**src/rtl/fu_pkg.sv**
```systemverilog
// Shared execution-unit definitions: register/ROB widths, the CDB packet
// layout and the fixed requester ids used by the completion arbiter.
package fu_pkg;

  localparam int PRF_IDX_W = 6;
  localparam int ROB_IDX_W = 5;
  localparam int DATA_W    = 64;

  localparam logic [PRF_IDX_W-1:0] ZERO_REG = '0;

  localparam int REQ_ALU  = 0;
  localparam int REQ_MULT = 1;
  localparam int REQ_LD   = 2;

  typedef struct packed {
    logic [PRF_IDX_W-1:0] tag;
    logic [ROB_IDX_W-1:0] rob_idx;
    logic [DATA_W-1:0]    value;
  } cdb_pkt_t;

endpackage

```
**src/rtl/cdb_req_fifo.sv**
```systemverilog
// Per-requester result buffer; count is kept apart from the pointers so that
// full and empty stay distinguishable at any depth.
module cdb_req_fifo
  import fu_pkg::*;
#(
  parameter int BUF_DEPTH = 2
) (
  input  logic     clk,
  input  logic     rst,
  input  logic     flush_i,
  input  logic     enq_i,
  input  cdb_pkt_t enq_pkt_i,
  input  logic     deq_i,
  output cdb_pkt_t head_pkt_o,
  output logic     nonempty_o,
  output logic     rdy_o
);

  localparam int PTR_W = (BUF_DEPTH > 1) ? $clog2(BUF_DEPTH) : 1;
  localparam int CNT_W = $clog2(BUF_DEPTH + 1);

  cdb_pkt_t         mem_q [BUF_DEPTH];
  logic [PTR_W-1:0] wr_ptr_q, wr_ptr_d;
  logic [PTR_W-1:0] rd_ptr_q, rd_ptr_d;
  logic [CNT_W-1:0] count_q, count_d;
  logic             do_enq, do_deq;

  // Ready comes from the registered count only, so a same-cycle dequeue never frees a slot early.
  assign rdy_o      = (count_q < CNT_W'(BUF_DEPTH));
  assign nonempty_o = (count_q != '0);
  assign head_pkt_o = mem_q[rd_ptr_q];
  assign do_enq     = enq_i && rdy_o && !flush_i;
  assign do_deq     = deq_i && nonempty_o && !flush_i;

  always_comb begin
    wr_ptr_d = wr_ptr_q;
    rd_ptr_d = rd_ptr_q;
    count_d  = count_q;
    if (flush_i) begin
      wr_ptr_d = '0;
      rd_ptr_d = '0;
      count_d  = '0;
    end else begin
      if (do_enq) wr_ptr_d = wr_ptr_q + PTR_W'(1);
      if (do_deq) rd_ptr_d = rd_ptr_q + PTR_W'(1);
      case ({do_enq, do_deq})
        2'b10:   count_d = count_q + CNT_W'(1);
        2'b01:   count_d = count_q - CNT_W'(1);
        default: count_d = count_q;
      endcase
    end
  end

  always_ff @(posedge clk) begin
    if (rst) begin
      wr_ptr_q <= '0;
      rd_ptr_q <= '0;
      count_q  <= '0;
    end else begin
      wr_ptr_q <= wr_ptr_d;
      rd_ptr_q <= rd_ptr_d;
      count_q  <= count_d;
    end
  end

  always_ff @(posedge clk) begin
    if (do_enq) mem_q[wr_ptr_q] <= enq_pkt_i;
  end

endmodule

```
**src/rtl/cdb_arb.sv**
```systemverilog
// Completion arbiter: buffers each execution unit's results and broadcasts one
// per cycle on the registered CDB / PRF write port in round-robin order.
module cdb_arb
  import fu_pkg::*;
#(
  parameter int NUM_REQ   = REQ_LD + 1,
  parameter int BUF_DEPTH = 2,
  parameter int PRF_IDX_W = fu_pkg::PRF_IDX_W,
  parameter int ROB_IDX_W = fu_pkg::ROB_IDX_W,
  parameter int DATA_W    = fu_pkg::DATA_W
) (
  input  logic                           clk,
  input  logic                           rst,
  input  logic                           flush_i,
  input  logic [NUM_REQ-1:0]             req_vld_i,
  input  logic [NUM_REQ*PRF_IDX_W-1:0]   req_tag_i,
  input  logic [NUM_REQ*ROB_IDX_W-1:0]   req_rob_idx_i,
  input  logic [NUM_REQ*DATA_W-1:0]      req_value_i,
  output logic [NUM_REQ-1:0]             req_rdy_o,
  output logic                           cdb_vld_o,
  output logic [PRF_IDX_W-1:0]           cdb_tag_o,
  output logic [ROB_IDX_W-1:0]           cdb_rob_idx_o,
  output logic [DATA_W-1:0]              cdb_value_o,
  output logic                           ovf_err_o
);

  localparam int IDX_W = (NUM_REQ > 1) ? $clog2(NUM_REQ) : 1;
  localparam cdb_pkt_t IDLE_PKT = '{tag: ZERO_REG, rob_idx: '0, value: '0};

  cdb_pkt_t           enq_pkt  [NUM_REQ];
  cdb_pkt_t           head_pkt [NUM_REQ];
  logic [NUM_REQ-1:0] nonempty, enq, deq, rdy;
  logic               grant_vld;
  logic [IDX_W-1:0]   grant_idx;
  logic [IDX_W-1:0]   rr_ptr_q, rr_ptr_d;
  logic               cdb_vld_q;
  cdb_pkt_t           cdb_pkt_q;
  logic               ovf_err_q;

  for (genvar i = 0; i < NUM_REQ; i++) begin : g_req
    assign enq_pkt[i] = '{tag:     req_tag_i[i*PRF_IDX_W +: PRF_IDX_W],
                          rob_idx: req_rob_idx_i[i*ROB_IDX_W +: ROB_IDX_W],
                          value:   req_value_i[i*DATA_W +: DATA_W]};
    assign enq[i] = req_vld_i[i] && rdy[i] && !flush_i;
    assign deq[i] = grant_vld && (grant_idx == IDX_W'(i));

    cdb_req_fifo #(.BUF_DEPTH(BUF_DEPTH)) u_fifo (
      .clk        (clk),
      .rst        (rst),
      .flush_i    (flush_i),
      .enq_i      (enq[i]),
      .enq_pkt_i  (enq_pkt[i]),
      .deq_i      (deq[i]),
      .head_pkt_o (head_pkt[i]),
      .nonempty_o (nonempty[i]),
      .rdy_o      (rdy[i])
    );
  end

  // First non-empty buffer at or above rr_ptr, wrapping; no bypass from the inputs.
  always_comb begin
    grant_vld = 1'b0;
    grant_idx = rr_ptr_q;
    for (int k = 0; k < NUM_REQ; k++) begin
      if (!grant_vld && nonempty[(int'(rr_ptr_q) + k) % NUM_REQ]) begin
        grant_vld = 1'b1;
        grant_idx = IDX_W'((int'(rr_ptr_q) + k) % NUM_REQ);
      end
    end
    rr_ptr_d = grant_vld ? IDX_W'((int'(grant_idx) + 1) % NUM_REQ) : rr_ptr_q;
  end

  always_ff @(posedge clk) begin
    if (rst || flush_i) begin
      rr_ptr_q  <= '0;
      cdb_vld_q <= 1'b0;
      cdb_pkt_q <= IDLE_PKT;
    end else begin
      rr_ptr_q  <= rr_ptr_d;
      cdb_vld_q <= grant_vld;
      cdb_pkt_q <= grant_vld ? head_pkt[grant_idx] : IDLE_PKT;
    end
  end

  // Sticky until reset; a valid during flush is squashed, not an overflow.
  always_ff @(posedge clk) begin
    if (rst) begin
      ovf_err_q <= 1'b0;
    end else if (!flush_i && |(req_vld_i & ~rdy)) begin
      ovf_err_q <= 1'b1;
    end
  end

  assign req_rdy_o     = rdy;
  assign cdb_vld_o     = cdb_vld_q;
  assign cdb_tag_o     = cdb_pkt_q.tag;
  assign cdb_rob_idx_o = cdb_pkt_q.rob_idx;
  assign cdb_value_o   = cdb_pkt_q.value;
  assign ovf_err_o     = ovf_err_q;

endmodule

```
**config.mk**
```make
export PLATFORM = sky130hd
export DESIGN_NAME = cdb_arb
export DESIGN_NICKNAME = d
export VERILOG_FILES = /design/src/rtl/fu_pkg.sv /design/src/rtl/cdb_req_fifo.sv /design/src/rtl/cdb_arb.sv
export SDC_FILE = /design/constraint.sdc
export NUM_CORES = 1
export LEC_CHECK = 0
export CORE_AREA = 3 3 207 209
export DETAILED_ROUTE_END_ITERATION = 16
export DIE_AREA = 0 0 210 212
export PLACE_DENSITY = 0.83
export SETUP_SLACK_MARGIN = 0.4
export SYNTH_ARGS = -nofsm -noshare
export SYNTH_HDL_FRONTEND = slang
export SYNTH_SLANG_ARGS = --single-unit
```
**constraint.sdc**
```tcl
create_clock -name clk -period 13.5 [get_ports clk]
set_input_delay 2.7 -clock clk [delete_from_list [all_inputs] [get_ports clk]]
set_output_delay 2.7 -clock clk [all_outputs]
set_load 0.1 [all_outputs]
```
-- Word-level counts from Yosys, hierarchy flattened
Memory sizes are Yosys's and may differ from the RTL's. A register that Yosys moved wholly into a read port is not among the register bits.
Cells that the tools add are included.
- flip-flop bits (word level): 91
- bits in writable memories: 450
- input bits: 231
- output and inout bits: 80
- word-level logic and storage cells: 127
- memories kept: 3
- add/subtract/negate cells: 15
- divide/modulo/power cells: 4
- $lt $le $gt $ge: 7
- eq/ne operators: 8
- muxes and demuxes: 33
- bitwise logic cells: 4
- reduce and logical (&&, ||, !) cells: 38
- memory list (memory ; depth ; width ; rd ports ; clocked after memory_dff ; wr ports ; RTL line ; text):
    g_req[0].u_fifo.mem_q ; 2 ; 75 ; 1 ; 1 ; 1 ; cdb_req_fifo.sv:22 ; cdb_pkt_t mem_q [BUF_DEPTH];
    g_req[1].u_fifo.mem_q ; 2 ; 75 ; 1 ; 1 ; 1 ; cdb_req_fifo.sv:22 ;
    g_req[2].u_fifo.mem_q ; 2 ; 75 ; 1 ; 1 ; 1 ; cdb_req_fifo.sv:22 ;
- operator list (operator ; number):
    75-bit binary-select mux with 2-bit select ; 1
    75-bit 2-to-1 mux ; 2
    32-bit by 4-bit less-than comparator with 1-bit output (second input constant) ; 3
    32-bit by 3-bit remainder unit with 32-bit output (second input constant) ; 3
    3-bit by 3-bit remainder unit with 32-bit output (second input constant) ; 1
    1-bit logical AND ; 24
    1-bit 2-to-1 mux ; 21
    2-bit case mux with 2 select lines ; 3
    2-bit nonzero test ; 6
    2-bit by 1-bit equality test with 1-bit output (second input constant) ; 4
    2-bit equality test (second input constant) ; 4
    1-bit adder (second input constant) ; 6
    2-bit by 1-bit adder with 2-bit output (second input constant) ; 3
    2-bit by 1-bit adder with 3-bit output (second input constant) ; 2
    1-bit binary-select mux with 2-bit select ; 3
    2-bit less-than comparator (second input constant) ; 3
    2-bit 2-to-1 mux ; 3
    2-bit by 1-bit subtractor with 2-bit output (second input constant) ; 3
    2-bit OR reduction ; 2
    2-bit by 2-bit adder with 3-bit output (second input constant) ; 1
    3-bit bitwise AND ; 1
    3-bit greater-or-equal comparator (second input constant) ; 1
    1-bit zero test ; 3
    2-bit inverter with 3-bit output ; 1
    other kinds (5) ; 5

-- Depth between registers and ports, before layout
- depth after elaboration: 17
- gate-level depth with buffers: 19
- depth with buffers taken out: 14

-- Hierarchy
Synthesis repeated with hierarchy kept, for this count alone.
- cells, all modules: 1086
- area, all modules: 20357.0 µm²
- by module, submodules not included (module ; times used ; cells each ; area each (µm²) ; sequential area each (µm²)):
    cdb_req_fifo ; 3 ; 259 ; 5617.9 ; 4604.4
    cdb_arb ; 1 ; 309 ; 3503.4 ; 1581.5

-- Worst setup path before layout
OpenSTA, ideal clock, no wires.
- path kind: in2reg
- start: in flush_i
- end: mem g_req[0].u_fifo.mem_q[0][0] in the netlist's numbering, enable pin
- setup time: 0.509 ns
- data arrival time: 6.204 ns
- required time: 12.991 ns
- slack: 6.787 ns
- stages on the path: 4
- path buffers: 1
- cell sequence: clkbuf_1 -> nor2_1 -> nand2_1 -> nor2_1
- word-level cells in the longest chain between the ends: 6
- RTL lines (what ; RTL line ; text):
    from (decl) ; cdb_arb.sv:14 ; input logic flush_i,
    1-bit zero test * ; cdb_req_fifo.sv:32, cdb_arb.sv:44 ;
    1-bit logical AND ; cdb_arb.sv:44 ; assign enq[i] = req_vld_i[i] && rdy[i] && !flush_i;
    1-bit logical AND ; cdb_req_fifo.sv:32 ; assign do_enq = enq_i && rdy_o && !flush_i;
    1-bit logical AND * ; cdb_req_fifo.sv:32 ;
    1-bit 2-to-1 mux * ; cdb_req_fifo.sv:67 ; if (do_enq) mem_q[wr_ptr_q] <= enq_pkt_i;
    1-bit 2-to-1 mux (not written as such) * ; cdb_req_fifo.sv:67 ;
    to (decl) ; cdb_req_fifo.sv:22 ;
Every way passes the cells marked *; elsewhere a longest branch is shown, timed or not.

-- Worst setup path after layout
- start: reg g_req[0].u_fifo.count_q[1]
- end: out req_rdy_o[0]
- word-level cells in the longest chain between the ends: 1
- RTL lines (what ; RTL line ; text):
    from (decl) ; cdb_req_fifo.sv:25 ; logic [CNT_W-1:0] count_q, count_d;
    from (signal assigned) ; cdb_req_fifo.sv:62 ; count_q <= count_d;
    2-bit less-than comparator ; cdb_req_fifo.sv:29 ; assign rdy_o = (count_q < CNT_W'(BUF_DEPTH));
    to (decl) ; cdb_arb.sv:19 ; output logic [NUM_REQ-1:0] req_rdy_o,
Every way passes these cells.

==> flow_metrics.py <==
metrics = {
    "route": {
        "top_layer_used": "met5",
        "met2_length_mm": 27.57,
        "viasPerCell": 6.249,
        "drt-met1-wl_mm": 22.60,
        "drtPass1Iterations": 6,
        "ant_nets": 0,
        "route.met3.wl_mm": 4.292,
        "routed_wl_mm": 55.76,
        "routedWlPerCell_um": 24.97,
        "via_count": 13953,
        "drt_drc_violations_left": 0,
        "drt_iter0_drc": 1329,
    },
    "sta": {
        "finalClockSkew_ns": 0.02594,
        "fin_tns_setup_ns": 0,
        "finalCritPeriodShare_pct": 36.42,
        "hold_ws_ns": 0.4997,
        "relSlewSlack_pct": 11.68,
        "drv_slew": 0,
        "timing.final.crit_period_ns": 4.917,
        "setup_viol": 0,
        "finalHoldViolations": 0,
        "fmax_mhz": 203.4,
        "worst_pin_slew_ns": 1.291,
        "rsz0062_at_grt": "no",
    },
    "clock_network": {
        "post_cts_buffers": 0,
        "clk_latency_ns": 0.60,
        "cts_root_buf": "clkbuf_16",
        "clk_pin_slew_ns": 0.06,
        "tritoncts": "built",
        "numCtsBuffers": 54,
        "cts_buffer_depth": 3,
        "cts_hold_buf": 0,
        "htree_num_levels": 2,
        "cts_resized": 0,
        "clkSinkCount": 544,
    },
    "floorplanning": {
        "start_util_pct": 52.78,
        "num_io_pins": 311,
        "die_w_um": 210,
        "rows": 74,
        "fp.dieH_um": 212,
        "coreArea_mm2": 0.04102,
        "die-area_mm2": 0.04452,
    },
    "finish": {
        "final_common_cell": "edfxtp_1",
        "layout.cells.most_common_list": "450 x edfxtp_1, 310 x clkdlybuf4s50_1, 153 x mux2i_1",
        "drive_gt1_share_pct": 7.075,
        "area_growth_pct": 24.59,
        "nNetsFinal": 1889,
    },
    "logic_synthesis": {
        "synth-seq-cells": 544,
        "async_reset_ff_share_pct": 0,
        "ys.warnings.count": 0,
        "ys_seq_area_share_pct": 71.11,
        "syn_nets": 1646,
        "synth_top_area_share_pct": 62.42,
        "synth_edf_count": 450,
        "synth_area_leaders": "edfxtp_1 62%, dfxtp_1 8.7%, mux2i_1 7.1%",
        "syn-mean-instance-area_um2": 15.39,
        "synth_top_area_cell": "edfxtp_1",
        "synth_cell_type_count": 46,
        "syn-cell-area_mm2": 0.02165,
        "syn_inst": 1407,
        "synthFlopType": "edfxtp_1",
    },
    "global_route": {
        "grt_pass1_vias": 14016,
        "grt_usage_pct": 24.46,
        "antenna_found_initial": 9,
        "grt_overflow_total": 0,
        "grt_pass1_wl_mm": 83.95,
        "grt_max_degree": 91,
    },
    "worst_hold_path": {
        "hold_class": "reg -> reg",
        "min_to": "ovf_err_o",
        "min_from": "ovf_err_o",
        "whs_path_depth": 2,
    },
    "placement": {
        "dp_hpwl_mm": 32.73,
        "place_congestion": 0.7724,
        "port_buffers": 310,
    },
    "power_and_ir_drop": {
        "power_uw": 3835,
        "ir_worst_vdd_uv": 110.0,
        "leakagePower_uw": 0.008644,
        "power_density_mw_per_mm2": 142.2,
    },
    "worst_setup_path": {
        "cp.arrival_ns": 2.22,
        "startpoint_type": "flip-flop",
        "rr_startpoint": "rr_ptr_q[0]",
        "end_kind": "output port",
        "required_ns": 10.80,
        "r2r-end": "g_req[2].u_fifo.count_q[1]",
        "worstSetupStartpoint": "g_req[0].u_fifo.count_q[1]",
        "critPathKind": "reg -> out",
        "crit_fanout": 8,
        "reg2reg_depth": 13,
        "rrSetupSlack_ns": 8.65,
    },
    "run_status": {
        "outcome": "complete, no violations",
    },
    "job": {
        "maxCapViolCount": 0,
    },
}
[sequential cells by signal, summed over array words and instances (netlist names), named ones only]
name                   cells
cdb_vld_o                  1
ovf_err_o                  1
rr_ptr_q                   2
g_req.u_fifo.mem_q       450
cdb_value_o               64
g_req.u_fifo.rd_ptr_q      3
cdb_rob_idx_o              5
g_req.u_fifo.wr_ptr_q      3
g_req.u_fifo.count_q       6
cdb_tag_o                  6
[synth_stat cells (3+ instances only)]
library cell	count
ha_1	8
buf_4	3
o21ai_0	10
nand2_1	8
xor2_1	3
and3_1	76
nor2b_1	77
or3_1	4
a21oi_1	9
buf_2	3
edfxtp_1	450
xnor2_1	7
a211oi_1	75
dfxtp_1	94
clkbuf_1	125
or2_2	4
inv_1	9
nor2_1	26
o31ai_1	75
buf_6	7
a221oi_1	76
o221ai_1	75
mux2i_1	153
[report_power, final]
part           leakage (µW)  switching [µW]  internal [µW]
registers           0.00490            15.5           1870
clock network      0.000918             622            957
logic               0.00283             242            128
[logic make-up (layout without fill, tap and decap cells)]
kind of cell,after synthesis,in the layout,share of synthesized area (%)
other,0,5,0
XOR/XNOR,10,10,0.4046
adder cells (fa/ha/maj),8,8,0.4624
AO/OA/AOI/OAI,334,334,12.33
multiplexers,153,153,7.074
buffers and inverters,149,438,2.895
flip-flops,544,544,71.11
AND/OR/NAND/NOR,209,209,5.722
[metrics by stage]
stage / util, % / std cells / instance area, µm² / setup slack, ns
after floorplan: - / 1407 / 21650 / 6.787
after global placement: 61.10 / 2126 / 25060 / 8.457
after detailed placement: 61.10 / 2126 / 25060 / 8.390
after CTS: 65.73 / 2228 / 26960 / 8.545
after global routing: 65.76 / 2233 / 26970 / 8.401
final: 65.76 / 2233 / 26970 / 8.583
[critical path, cell delays in order, from the launching register on]
cell,delay [ns]
dfxtp_1,0.41
inv_1,0.09
clkdlybuf4s50_1,1.13
[area by class of cell]
class,instances,area [µm²]
diodes,5,12.51
clock buffers,70,1463
fillers,2798,14040
multi-input cells,714,5727
flip-flops and latches,544,15410
inverters,9,33.78
well taps,532,665.6
clock inverters,32,435.4
repair buffers,327,3231
[routing by layer]
metal / GRT usage (%) / up-vias
met2: 40.29 / 744
met1: 33.83 / 6953
met4: 7.626 / 8
li1: - / 6156
met3: 4.146 / 92
met5: 0 / -
[worst max path at each step]
stage	to	slack, ns
2_1_floorplan	g_req[0].u_fifo.mem_q[0][0]	6.79
3_3_place_gp	g_req[0].u_fifo.mem_q[1][22]	8.46
3_5_place_dp	g_req[1].u_fifo.mem_q[1][27]	8.39
6_report	req_rdy_o[0]	8.58
5_1_grt	g_req[2].u_fifo.count_q[1]	8.40
4_1_cts	req_rdy_o[0]	8.54
No activity file was read; power rests on OpenSTA's default activity.
